===== config.mk =====
export PLATFORM = sky130hd
export DESIGN_NAME = nios_avalon_st_ready_latency_source_flat
export DESIGN_NICKNAME = d
export VERILOG_FILES = /design/src/rtl/nios_avalon_st_ready_latency_source_if.sv /design/src/rtl/nios_avalon_st_ready_latency_source.sv /design/src/flat_wrapper.sv
export SDC_FILE = /design/constraint.sdc
export NUM_CORES = 1
export LEC_CHECK = 0
export CAP_MARGIN = 15
export CORE_MARGIN = 2
export CORE_UTILIZATION = 35
export DETAILED_ROUTE_END_ITERATION = 8
export HOLD_SLACK_MARGIN = 0.1
export PLACE_DENSITY = 0.69
export RECOVER_POWER = 25
export SLEW_MARGIN = 25
export SYNTH_ARGS = -nofsm -noshare
export SYNTH_HDL_FRONTEND = slang
export SYNTH_SLANG_ARGS = --single-unit

===== constraint.sdc =====
create_clock -name clk -period 2.1 [get_ports clk]
set_input_delay 0.42 -clock clk [delete_from_list [all_inputs] [get_ports clk]]
set_output_delay 0.42 -clock clk [all_outputs]
set_load 0.03 [all_outputs]

===== src/rtl/nios_avalon_st_ready_latency_source_if.sv =====
// Avalon-ST handshake bundle for the ready-latency source. The upstream stream is
// readyLatency 0. The downstream stream is interpreted with the sink's ready latency.
interface nios_avalon_st_ready_latency_source_if #(
  parameter int DATA_WIDTH = 42,
  parameter int ADDR_WIDTH = 2
);
  logic                  in_valid;
  logic [DATA_WIDTH-1:0] in_data;
  logic                  in_ready;
  logic                  out_ready;
  logic                  out_valid;
  logic [DATA_WIDTH-1:0] out_data;
  logic [ADDR_WIDTH:0]   fill_level;

  modport slave (
    input  in_valid, in_data, out_ready,
    output in_ready, out_valid, out_data, fill_level
  );

  modport master (
    output in_valid, in_data, out_ready,
    input  in_ready, out_valid, out_data, fill_level
  );
endinterface


===== src/rtl/nios_avalon_st_ready_latency_source.sv =====
// Bridges a readyLatency=0 stream onto a sink with READY_LATENCY >= 1.
// A small FIFO holds beats that are in flight while the sink's ready is low.
module nios_avalon_st_ready_latency_source #(
  parameter int DATA_WIDTH    = 42,
  parameter int READY_LATENCY = 1,
  parameter int DEPTH         = 4,
  parameter int ADDR_WIDTH    = 2
) (
  input  logic                                  clk,
  input  logic                                  reset_n,
  nios_avalon_st_ready_latency_source_if.slave  st
);

  localparam logic [ADDR_WIDTH:0] FULL_COUNT = (ADDR_WIDTH+1)'(DEPTH);

  logic [DATA_WIDTH-1:0]    mem [DEPTH];
  logic [ADDR_WIDTH-1:0]    wr_addr;
  logic [ADDR_WIDTH-1:0]    rd_addr;
  logic [ADDR_WIDTH:0]      count;
  logic [READY_LATENCY-1:0] ready_pipe;
  logic [READY_LATENCY:0]   pipe_next;
  logic                     allowed;
  logic                     do_write;
  logic                     do_read;

  // The extra bit keeps the shift legal when READY_LATENCY is 1.
  assign pipe_next = {ready_pipe, st.out_ready};
  assign allowed   = ready_pipe[READY_LATENCY-1];

  // Both handshakes are decoded from registered state only.
  // This leaves no combinational path from in_* to out_*.
  assign st.in_ready   = (count != FULL_COUNT);
  assign st.out_valid  = allowed && (count != '0);
  assign st.out_data   = mem[rd_addr];
  assign st.fill_level = count;

  assign do_write = st.in_valid && st.in_ready;
  assign do_read  = st.out_valid;

  always_ff @(posedge clk) begin
    if (do_write) begin
      mem[wr_addr] <= st.in_data;
    end
  end

  always_ff @(posedge clk or negedge reset_n) begin
    if (!reset_n) begin
      wr_addr    <= '0;
      rd_addr    <= '0;
      count      <= '0;
      ready_pipe <= '0;
    end else begin
      ready_pipe <= pipe_next[READY_LATENCY-1:0];
      if (do_write) begin
        wr_addr <= wr_addr + 1'b1;
      end
      if (do_read) begin
        rd_addr <= rd_addr + 1'b1;
      end
      case ({do_write, do_read})
        2'b10:   count <= count + 1'b1;
        2'b01:   count <= count - 1'b1;
        default: count <= count;
      endcase
    end
  end

endmodule


===== src/flat_wrapper.sv =====
// flat-port wrapper written by rule: the top's interface ports become plain ports
module nios_avalon_st_ready_latency_source_flat 
#(
  parameter int DATA_WIDTH    = 42,
  parameter int READY_LATENCY = 1,
  parameter int DEPTH         = 4,
  parameter int ADDR_WIDTH    = 2
)
  (clk, reset_n, st_in_valid, st_in_data, st_out_ready, st_in_ready, st_out_valid, st_out_data, st_fill_level);
  nios_avalon_st_ready_latency_source_if #(.DATA_WIDTH(DATA_WIDTH), .ADDR_WIDTH(ADDR_WIDTH)) st_i ();
  input  logic clk;
  input  logic reset_n;
  input wire logic [$bits(st_i.in_valid)-1:0] st_in_valid;
  input wire logic [$bits(st_i.in_data)-1:0] st_in_data;
  input wire logic [$bits(st_i.out_ready)-1:0] st_out_ready;
  output wire logic [$bits(st_i.in_ready)-1:0] st_in_ready;
  output wire logic [$bits(st_i.out_valid)-1:0] st_out_valid;
  output wire logic [$bits(st_i.out_data)-1:0] st_out_data;
  output wire logic [$bits(st_i.fill_level)-1:0] st_fill_level;
  assign st_i.in_valid = st_in_valid;
  assign st_i.in_data = st_in_data;
  assign st_i.out_ready = st_out_ready;
  assign st_in_ready = st_i.in_ready;
  assign st_out_valid = st_i.out_valid;
  assign st_out_data = st_i.out_data;
  assign st_fill_level = st_i.fill_level;
  nios_avalon_st_ready_latency_source #(.DATA_WIDTH(DATA_WIDTH), .READY_LATENCY(READY_LATENCY), .DEPTH(DEPTH), .ADDR_WIDTH(ADDR_WIDTH)) u_core (.clk(clk), .reset_n(reset_n), .st(st_i));
endmodule

* Yosys cells after proc, flatten, opt, wreduce, memory -nomap -nowiden
Memory sizes are Yosys's and may differ from the RTL's.
Cells that the tools add are included.
** Operators by class
- $add $sub $neg :: 4
- $mul :: 0
- Div/mod/pow operators :: 0
- Magnitude comparators :: 0
- Eq/ne operators :: 3
- Shifts and indexed selects :: 0
- Multiplexer cells :: 3
- Bitwise operators :: 0
- Reductions and logical operators :: 4
** Operators by type and width (count)
- $pmux 3 s2 :: 1
- $add 2x1->2 const B :: 2
- $add 3x1->3 const B :: 1
- $ne 3x3->1 const B :: 1
- $reduce_bool 3->1 :: 1
- $sub 3x1->3 const B :: 1
- $eq 2x1->1 const B :: 1
- $eq 2x2->1 const B :: 1
- $logic_and 1x1->1 :: 2
- $mux 1 :: 2
- $reduce_bool 2->1 :: 1
** Word-level totals
- Bits in registers :: 8
- Bits in latches :: 0
- Bits in writable memories :: 168
- Memory bits (read-only) :: 0
- Input port bits :: 46
- Output and inout bits :: 47
- Logic and storage cells :: 19
- Memories kept :: 1
** Memories
- u_core.mem :: depth 4, width 42, read ports 1, clocked after memory_dff 0, wr ports 1, RTL line nios_avalon_st_ready_latency_source.sv:16 : logic [DATA_WIDTH-1:0] mem [DEPTH];

* Depth between registers and ports, before layout
Gate-level depths: netlist (run 1).
- Depth after elaboration :: 4
- Mapped depth :: 9
- Gate-level depth less buffers :: 9

* Worst setup path after synthesis (run 1)
OpenSTA, ideal clock, no wires.
- Kind :: register to register
- Start :: register u_core.count[2] (netlist: u_core.st.fill_level[2])
- End :: register u_core.count[2] (netlist: u_core.st.fill_level[2])
- Setup time :: 80 ps
- Data arrival time :: 2225 ps
- Setup slack :: -205 ps
- Cell stages (with the launch flop) :: 10
- Path buffers :: 0
- Clock period less this slack :: 2305 ps
- Cells stage by stage :: dfrtp_1 -> or3b_4 -> and2_4 -> inv_1 -> ha_1 -> inv_1 -> fa_1 -> xor2_1 -> nor2_1 -> xor2_1
** On the way
- Word-level cells in the longest chain between the ends :: 4
** Ends and longest elaborated chain
- from (decl) :: RTL line nios_avalon_st_ready_latency_source.sv:19 : logic [ADDR_WIDTH:0] count;
- from (signal assigned) :: RTL line nios_avalon_st_ready_latency_source.sv:61 : 2'b10: count <= count + 1'b1;
- from (signal assigned) :: RTL line nios_avalon_st_ready_latency_source.sv:62 : 2'b01: count <= count - 1'b1;
- from (signal assigned) :: RTL line nios_avalon_st_ready_latency_source.sv:63 : default: count <= count;
- $ne 3x3->1 (*) :: RTL line nios_avalon_st_ready_latency_source.sv:32 : assign st.in_ready = (count != FULL_COUNT);
- named net st_in_ready :: RTL line flat_wrapper.sv:16 : output wire logic [$bits(st_i.in_ready)-1:0] st_in_ready;
- $logic_and 1x1->1 (*) :: RTL line nios_avalon_st_ready_latency_source.sv:37 : assign do_write = st.in_valid && st.in_ready;
- $eq 2x1->1 / $eq 2x2->1 (equally long branches) :: RTL line nios_avalon_st_ready_latency_source.sv:60 : case ({do_write, do_read})
- $pmux 3 s2 / $reduce_bool 2->1 (equally long branches)
Mark *: on every way through the listed nets, which the timed path passes. The rest lies on a longest branch.
A chain may end at the register's enable or synchronous reset.

* Final worst setup path (run 1)
- Start :: register u_core.rd_addr[0]
- End :: output st_out_data[22]
** On the way
- Word-level cells in the longest chain between the ends :: 1
** Ends and longest elaborated chain
- from (decl) :: RTL line nios_avalon_st_ready_latency_source.sv:18 : logic [ADDR_WIDTH-1:0] rd_addr;
- from (signal assigned) :: RTL line nios_avalon_st_ready_latency_source.sv:58 : rd_addr <= rd_addr + 1'b1;
- $mem_v2 4x42
- to (decl) :: RTL line flat_wrapper.sv:18 : output wire logic [$bits(st_i.out_data)-1:0] st_out_data;
No other way between the ends.

==> results of run 1 <==
worst reg2reg max path, delay by kind of cell, from the launching register on:
family,cells,cell delay (ns)
flops,1,0.44
buf+inv,2,0.08
simple gates,3,0.67
xor+xnor,2,0.30
fa+ha+maj,2,0.45
sequential cells by signal, summed over array words and instances (netlist names):
name and flops:
u_core.allowed 1, u_core.mem 168, u_core.wr_addr 2, u_core.rd_addr 2, u_core.st.fill_level 3
power groups by stage:
stage | clock network, W | logic [W] | registers (W)
final | 0.00283 | 0.00562 | 0.00487
after global routing | 0.00306 | 0.00595 | 0.00493
after CTS | 0.00291 | 0.00567 | 0.00488
after detailed placement | 0 | 0.00522 | 0.00495
after global placement | 0 | 0.00520 | 0.00491
after floorplan | 0 | 0.00308 | 0.00491
area by class of cell:
cell class / instances / area (um^2) / share of cell area
flip-flops and latches: 176 / 5250 / 0.607
repair buffers: 125 / 1380 / 0.159
multi-input cells: 65 / 1190 / 0.137
clock buffers: 20 / 437 / 0.0504
well taps: 229 / 287 / 0.0331
clock inverters: 12 / 93.8 / 0.0108
inverters: 6 / 25.0 / 0.00289
cell usage after synthesis, drive strengths merged:
cell type	instances	share of area
xnor2	3	0.0040
and3	4	0.0046
dfrtp	8	0.031
edfxtp	168	0.78
nor2	1	0.00058
inv	6	0.0035
fa	1	0.0031
xor2	3	0.0040
clkbuf	3	0.0017
mux2	1	0.0023
o31a	1	0.0015
and2	1	0.0013
mux4	42	0.15
buf	7	0.0069
mux2i	1	0.0015
ha	5	0.0096
or3b	1	0.0017
nand2	1	0.00058
cells by family after synthesis:
| family | Yosys count | synth area share |
|---|---|---|
| xor+xnor | 6 | 0.00809 |
| buf+inv | 16 | 0.0121 |
| flops | 176 | 0.807 |
| simple gates | 8 | 0.00886 |
| mux | 44 | 0.149 |
| compound gates | 1 | 0.00154 |
| fa+ha+maj | 6 | 0.0127 |
how the worst min path moves through the flow:
| stage | from | end | slack, ns |
|---|---|---|---|
| finish | reset_n | u_core.allowed | 0.35 |
| global route | reset_n | u_core.allowed | 0.36 |
| CTS | reset_n | u_core.allowed | 0.27 |
| detailed placement | u_core.st.fill_level[2] | u_core.st.fill_level[2] | 0.50 |
| global placement | u_core.st.fill_level[2] | u_core.st.fill_level[2] | 0.48 |
| floorplan | reset_n | u_core.allowed | 0.12 |
layout by cell type, fill, tap and decap left out, types with 2 or more instances in the layout:
cell type        count
buf_4               18
clkinvlp_4           2
and3_2               4
clkinv_2             4
ha_1                 4
mux4_2              42
dlygate4sd3_1       23
xnor2_1              3
clkdlybuf4s50_1     25
dfrtp_1              3
buf_6               45
clkbuf_1             3
edfxtp_1           168
xor2_1               3
inv_1                4
buf_12              11
clkinv_1             3
buf_2                2
clkbuf_16           18
dfrtp_2              4
per-layer routing:
layer	up-vias	global-route usage
li1	1352	-
met1	1565	0.159
met2	69	0.212
met3	13	0.0369
met4	0	0.0447
met5	-	0
metrics by stage:
step / total power [W] / std cells / hold slack, ns
final: 0.0133 / 633 / 0.352
after detailed placement: 0.0102 / 589 / 0.497
after floorplan: 0.00799 / 257 / 0.124
after global placement: 0.0101 / 589 / 0.478
after global routing: 0.0139 / 633 / 0.364
after CTS: 0.0135 / 629 / 0.274
timing repair:
item                       in CTS  in global routing
gates resized for setup       269                  4
setup endpoints to repair      44                 44
cloned                          1                  1
hold endpoints to repair        0                  0
pin swaps                       0                  4
buffers inserted                7                  4
==> flow_summary.yaml, run 1 <==
run_status:
  status: "finished, violations left"
  violations: "setup timing"
clock_tree:
  insertion_delay_ns: 0.42
  cts_hold_buf: 0
  cts-root-buf: "clkbuf_16"
  cts_tree: "built"
  h-tree-depth: 4
  ctsLongestPathBuffers: 2
  cts.sinks: 176
  clkTransAtPathRegs_ns: 0.07
  numCtsBuffers: 17
synthesis:
  yosys_warnings: 0
  synth_cell_types: 19
  syn_avg_cell_area_um2: 25.3
  synth_area_um2: 6500
  ys_seq_area_frac: 0.807
  yosys_register_bits: 176
  syn_nets: 309
  netlist_instances: 257
power_and_ir_drop:
  powerDensity_nw_per_um2: 1540
  total_leakage_power_nw: 2.97
  seq_power_share: 0.366
  power_frac_comb: 0.422
  switching_share: 0.324
  p_int_w: 0.00900
  irDropWorstVdd_uv: 827
  clkPwrFrac: 0.212
  p_switching_w: 0.00432
sta:
  fin_crit_sh: 1.08
  setup_slack_ns: -0.172
  tns_ns: -4.95
  skew_ns: 0.00965
  fmax_mhz: 440
  tightestPinTransition_ns: 0.378
  slew_viol_final: 0
  max-slew-margin-rel: 0.747
  hold_viol_final: 0
  finalSetupViolations: 42
  rsz0062_at_grt: "true"
  fin_crit_ns: 2.27
drt:
  drc: 0
  wl_per_cell_um: 18.8
  vias_per_cell: 4.74
  wl_met2_mm: 6.05
  routed-wl-met3_um: 446
  first_iter_violations: 132
  drt_wl_total_mm: 11.9
  num_vias: 2999
  m1WireLength_mm: 5.22
  highest_layer: "met4"
  drtAntennaViolNets: 0
  firstDrtPassIters: 4
min_path:
  hp-class: "in -> async"
critical_path:
  worstReg2RegEnd: "u_core.st.fill_level[2]"
  arrival_ns: 1.85
  path_buf_inv: 3
  r2r_cells: 9
  max_stage_delay_ns: 0.53
  crit_family: "flip-flops"
  start_kind: "flop"
  crit_path_end: "st_out_data[22]"
  end_kind: "primary output"
  regToRegSetupSlack_ns: 0.08
  cp_slowest_cell: "dfrtp_4"
  cp.required_ns: 1.68
  crit_chain: "buf_4, buf_12, mux4_2, buf_6"
  critPathKind: "reg -> out"
  r2r-start: "u_core.st.fill_level[0]"
  cp_num_cells: 4
  cp-startpoint: "u_core.rd_addr[0]"
  crit_fanout: 7
grt:
  globalRouteTotalUtil: 0.127
  globalRouteOverflowTotal: 0
  grt_max_degree: 34
  grt_pass1_vias: 3273
  antenna_found_initial: 0
  grt_pass1_wl_mm: 18.5
layout:
  area_delta_synth_final_pct: 33.3
  final_area_um2: 8660
  layout-drive-gt1-share: 0.401
  layout.nets: 443
  utilization: 0.479
  num-fill-cells: 1466
  diodes: 0
flow_run:
  maxCapViolCount: 0
floorplanning:
  fp.dieH_um: 140
  core.rowCount: 49
  pin_count: 93
  core_um2: 18100
  dieArea_um2: 19700
  start_util: 0.359
  die_x_um: 140
placement:
  hpwl_mm: 7.33
  port_buffers: 92
  pre_cts_slack_ns: -0.132
  placed_area_um2: 7940
  gp_congestion: 0.706
No activity file was read; power rests on OpenSTA's default activity.
==> run 2, diff against run 1 <==
PLACE_DENSITY = 0.67   (was 0.69)
clock period = 2.6 ns   (was 2.1 ns; I/O delays follow)
==> flow_summary.yaml, run 2 (same netlist as run 1, synthesis figures left out) <==
clock_tree:
  ctsResizeCount: 40
  cts_hold_buf: 0
  clkTransAtPathRegs_ns: 0.07
  ctsLongestPathBuffers: 2
  cts-root-buf: "clkbuf_16"
  numCtsBuffers: 17
  insertion_delay_ns: 0.41
  cts_tree: "built"
  h-tree-depth: 4
  post-cts-setup-buffer-count: 0
  cts.sinks: 176
grt:
  met2_usage: 0.207
  grt_pass1_wl_mm: 18.3
  grt_pass1_vias: 3225
  use_met3: 0.0448
  grt_max_degree: 43
  globalRouteTotalUtil: 0.127
  grt_busiest_layer: "met2"
  antenna_found_initial: 0
  grtUsageMet1: 0.159
  globalRouteOverflowTotal: 0
drt:
  drtAntennaViolNets: 0
  drt_wl_total_mm: 11.6
  vias_per_cell: 4.83
  num_vias: 2939
  first_iter_violations: 233
  wl_per_cell_um: 19.1
  drc: 0
  firstDrtPassIters: 4
critical_path:
  start_kind: "flop"
  arrival_ns: 1.99
  end_kind: "primary output"
  cp_slowest_cell: "mux4_2"
  r2r-start: "u_core.st.fill_level[0]"
  cp.required_ns: 2.08
  regToRegSetupSlack_ns: 0.35
  crit_fanout: 20
  path_buf_inv: 2
  crit_family: "buffers and inverters"
  cp-startpoint: "u_core.rd_addr[0]"
  max_stage_delay_ns: 0.52
  crit_chain: "buf_12, mux4_2, dlygate4sd2_1"
  critPathKind: "reg -> out"
power_and_ir_drop:
  powerDensity_nw_per_um2: 1210
  irDropWorstVdd_uv: 699
  total_leakage_power_nw: 2.79
floorplanning:
  core_um2: 18100
  start_util: 0.359
  core.rowCount: 49
  dieArea_um2: 19700
  fp.dieH_um: 140
  pin_count: 93
  die_x_um: 140
sta:
  tns_ns: 0
  fin_crit_ns: 2.51
  skew_ns: 0.00680
  tightestPinTransition_ns: 0.402
  timing.hold.ws_ns: 0.463
  fmax_mhz: 398
  fin_crit_sh: 0.967
  max-slew-margin-rel: 0.731
  finalSetupViolations: 0
  slew_viol_final: 0
  rsz0062_at_grt: "false"
  hold_viol_final: 0
flow_run:
  maxCapViolCount: 0
layout:
  layout-drive-gt1-share: 0.303
  largest_reg_flops: 168
  layout.nets: 418
  finalNonFillerCells: 608
  area_delta_synth_final_pct: 27.4
  final_common_cell: "edfxtp_1"
  final_area_um2: 8280
  diodes: 0
  num-fill-cells: 1504
  mostFrequentLayoutCells: "edfxtp_1, mux4_2, dlygate4sd3_1, clkdlybuf4s50_1, clkbuf_2"
  top_register: "u_core.mem"
placement:
  hpwl_mm: 6.70
  gp_congestion: 0.666
  placed_area_um2: 7790
  port_buffers: 92
  placedCellCount: 576
run_status:
  status: "finished, final reports clean"
min_path:
  hp-class: "in -> async"
==> run 2: changes by cell type in the layout (fill, tap and decap cells not counted), moves of 3 or more <==
cell	change
dlygate4sd2_1	+7
clkbuf_2	+19
dfrtp_1	+3
buf_4	-12
buf_6	-45
clkbuf_1	-3
clkdlybuf4s15_1	+11
dfrtp_2	-3
clkinv_4	+3
inv_6	+3
buf_12	-5
==> run 2: power by group <==
group	total [W]	internal [W]	switching [W]
clock network	0.00247	0.00142	0.00104
registers	0.00392	0.00376	0.000164
logic	0.00364	0.00148	0.00216
==> run 2: layer usage <==
layer | vias to the layer above | wire length, um
li1 | 1305 | -
met1 | 1547 | 5000
met2 | 76 | 5900
met3 | 11 | 573
met4 | 0 | 114
met5 | - | 0
==> run 2: worst paths after layout <==
path / cells past startpoint / to
setup / recovery: 3 / st_out_data[24]
hold reg to reg: 1 / u_core.st.fill_level[2]
max in group asynchronous: 1 / u_core.rd_addr[0]
hold / removal: 1 / u_core.allowed
min in group clk: 1 / u_core.st.fill_level[2]
setup reg to reg: 9 / u_core.st.fill_level[2]
==> run 2: area by class of cell <==
cell class | count | area (um^2) | area share
Tap cell | 229 | 287 | 0.0346
Sequential cell | 176 | 5250 | 0.634
Clock inverter | 15 | 159 | 0.0192
Clock buffer | 17 | 425 | 0.0514
Timing Repair Buffer | 100 | 960 | 0.116
Inverter | 6 | 22.5 | 0.00272
Multi-Input combinational cell | 65 | 1170 | 0.142
==> run 2: through the flow <==
stage                     total power, W  setup WS (ns)   util
after floorplan                  0.00643          0.295      -
after global placement           0.00796          0.235  0.431
after detailed placement         0.00802          0.216  0.431
after CTS                         0.0103        0.00748  0.461
after global routing              0.0105       0.000480  0.458
final                             0.0100         0.0856  0.458
==> run 3, diff against run 2 <==
SLEW_MARGIN = default   (was 25)
==> results of run 3 <==
Final layout, timing and power as in run 2 (identical DEF).
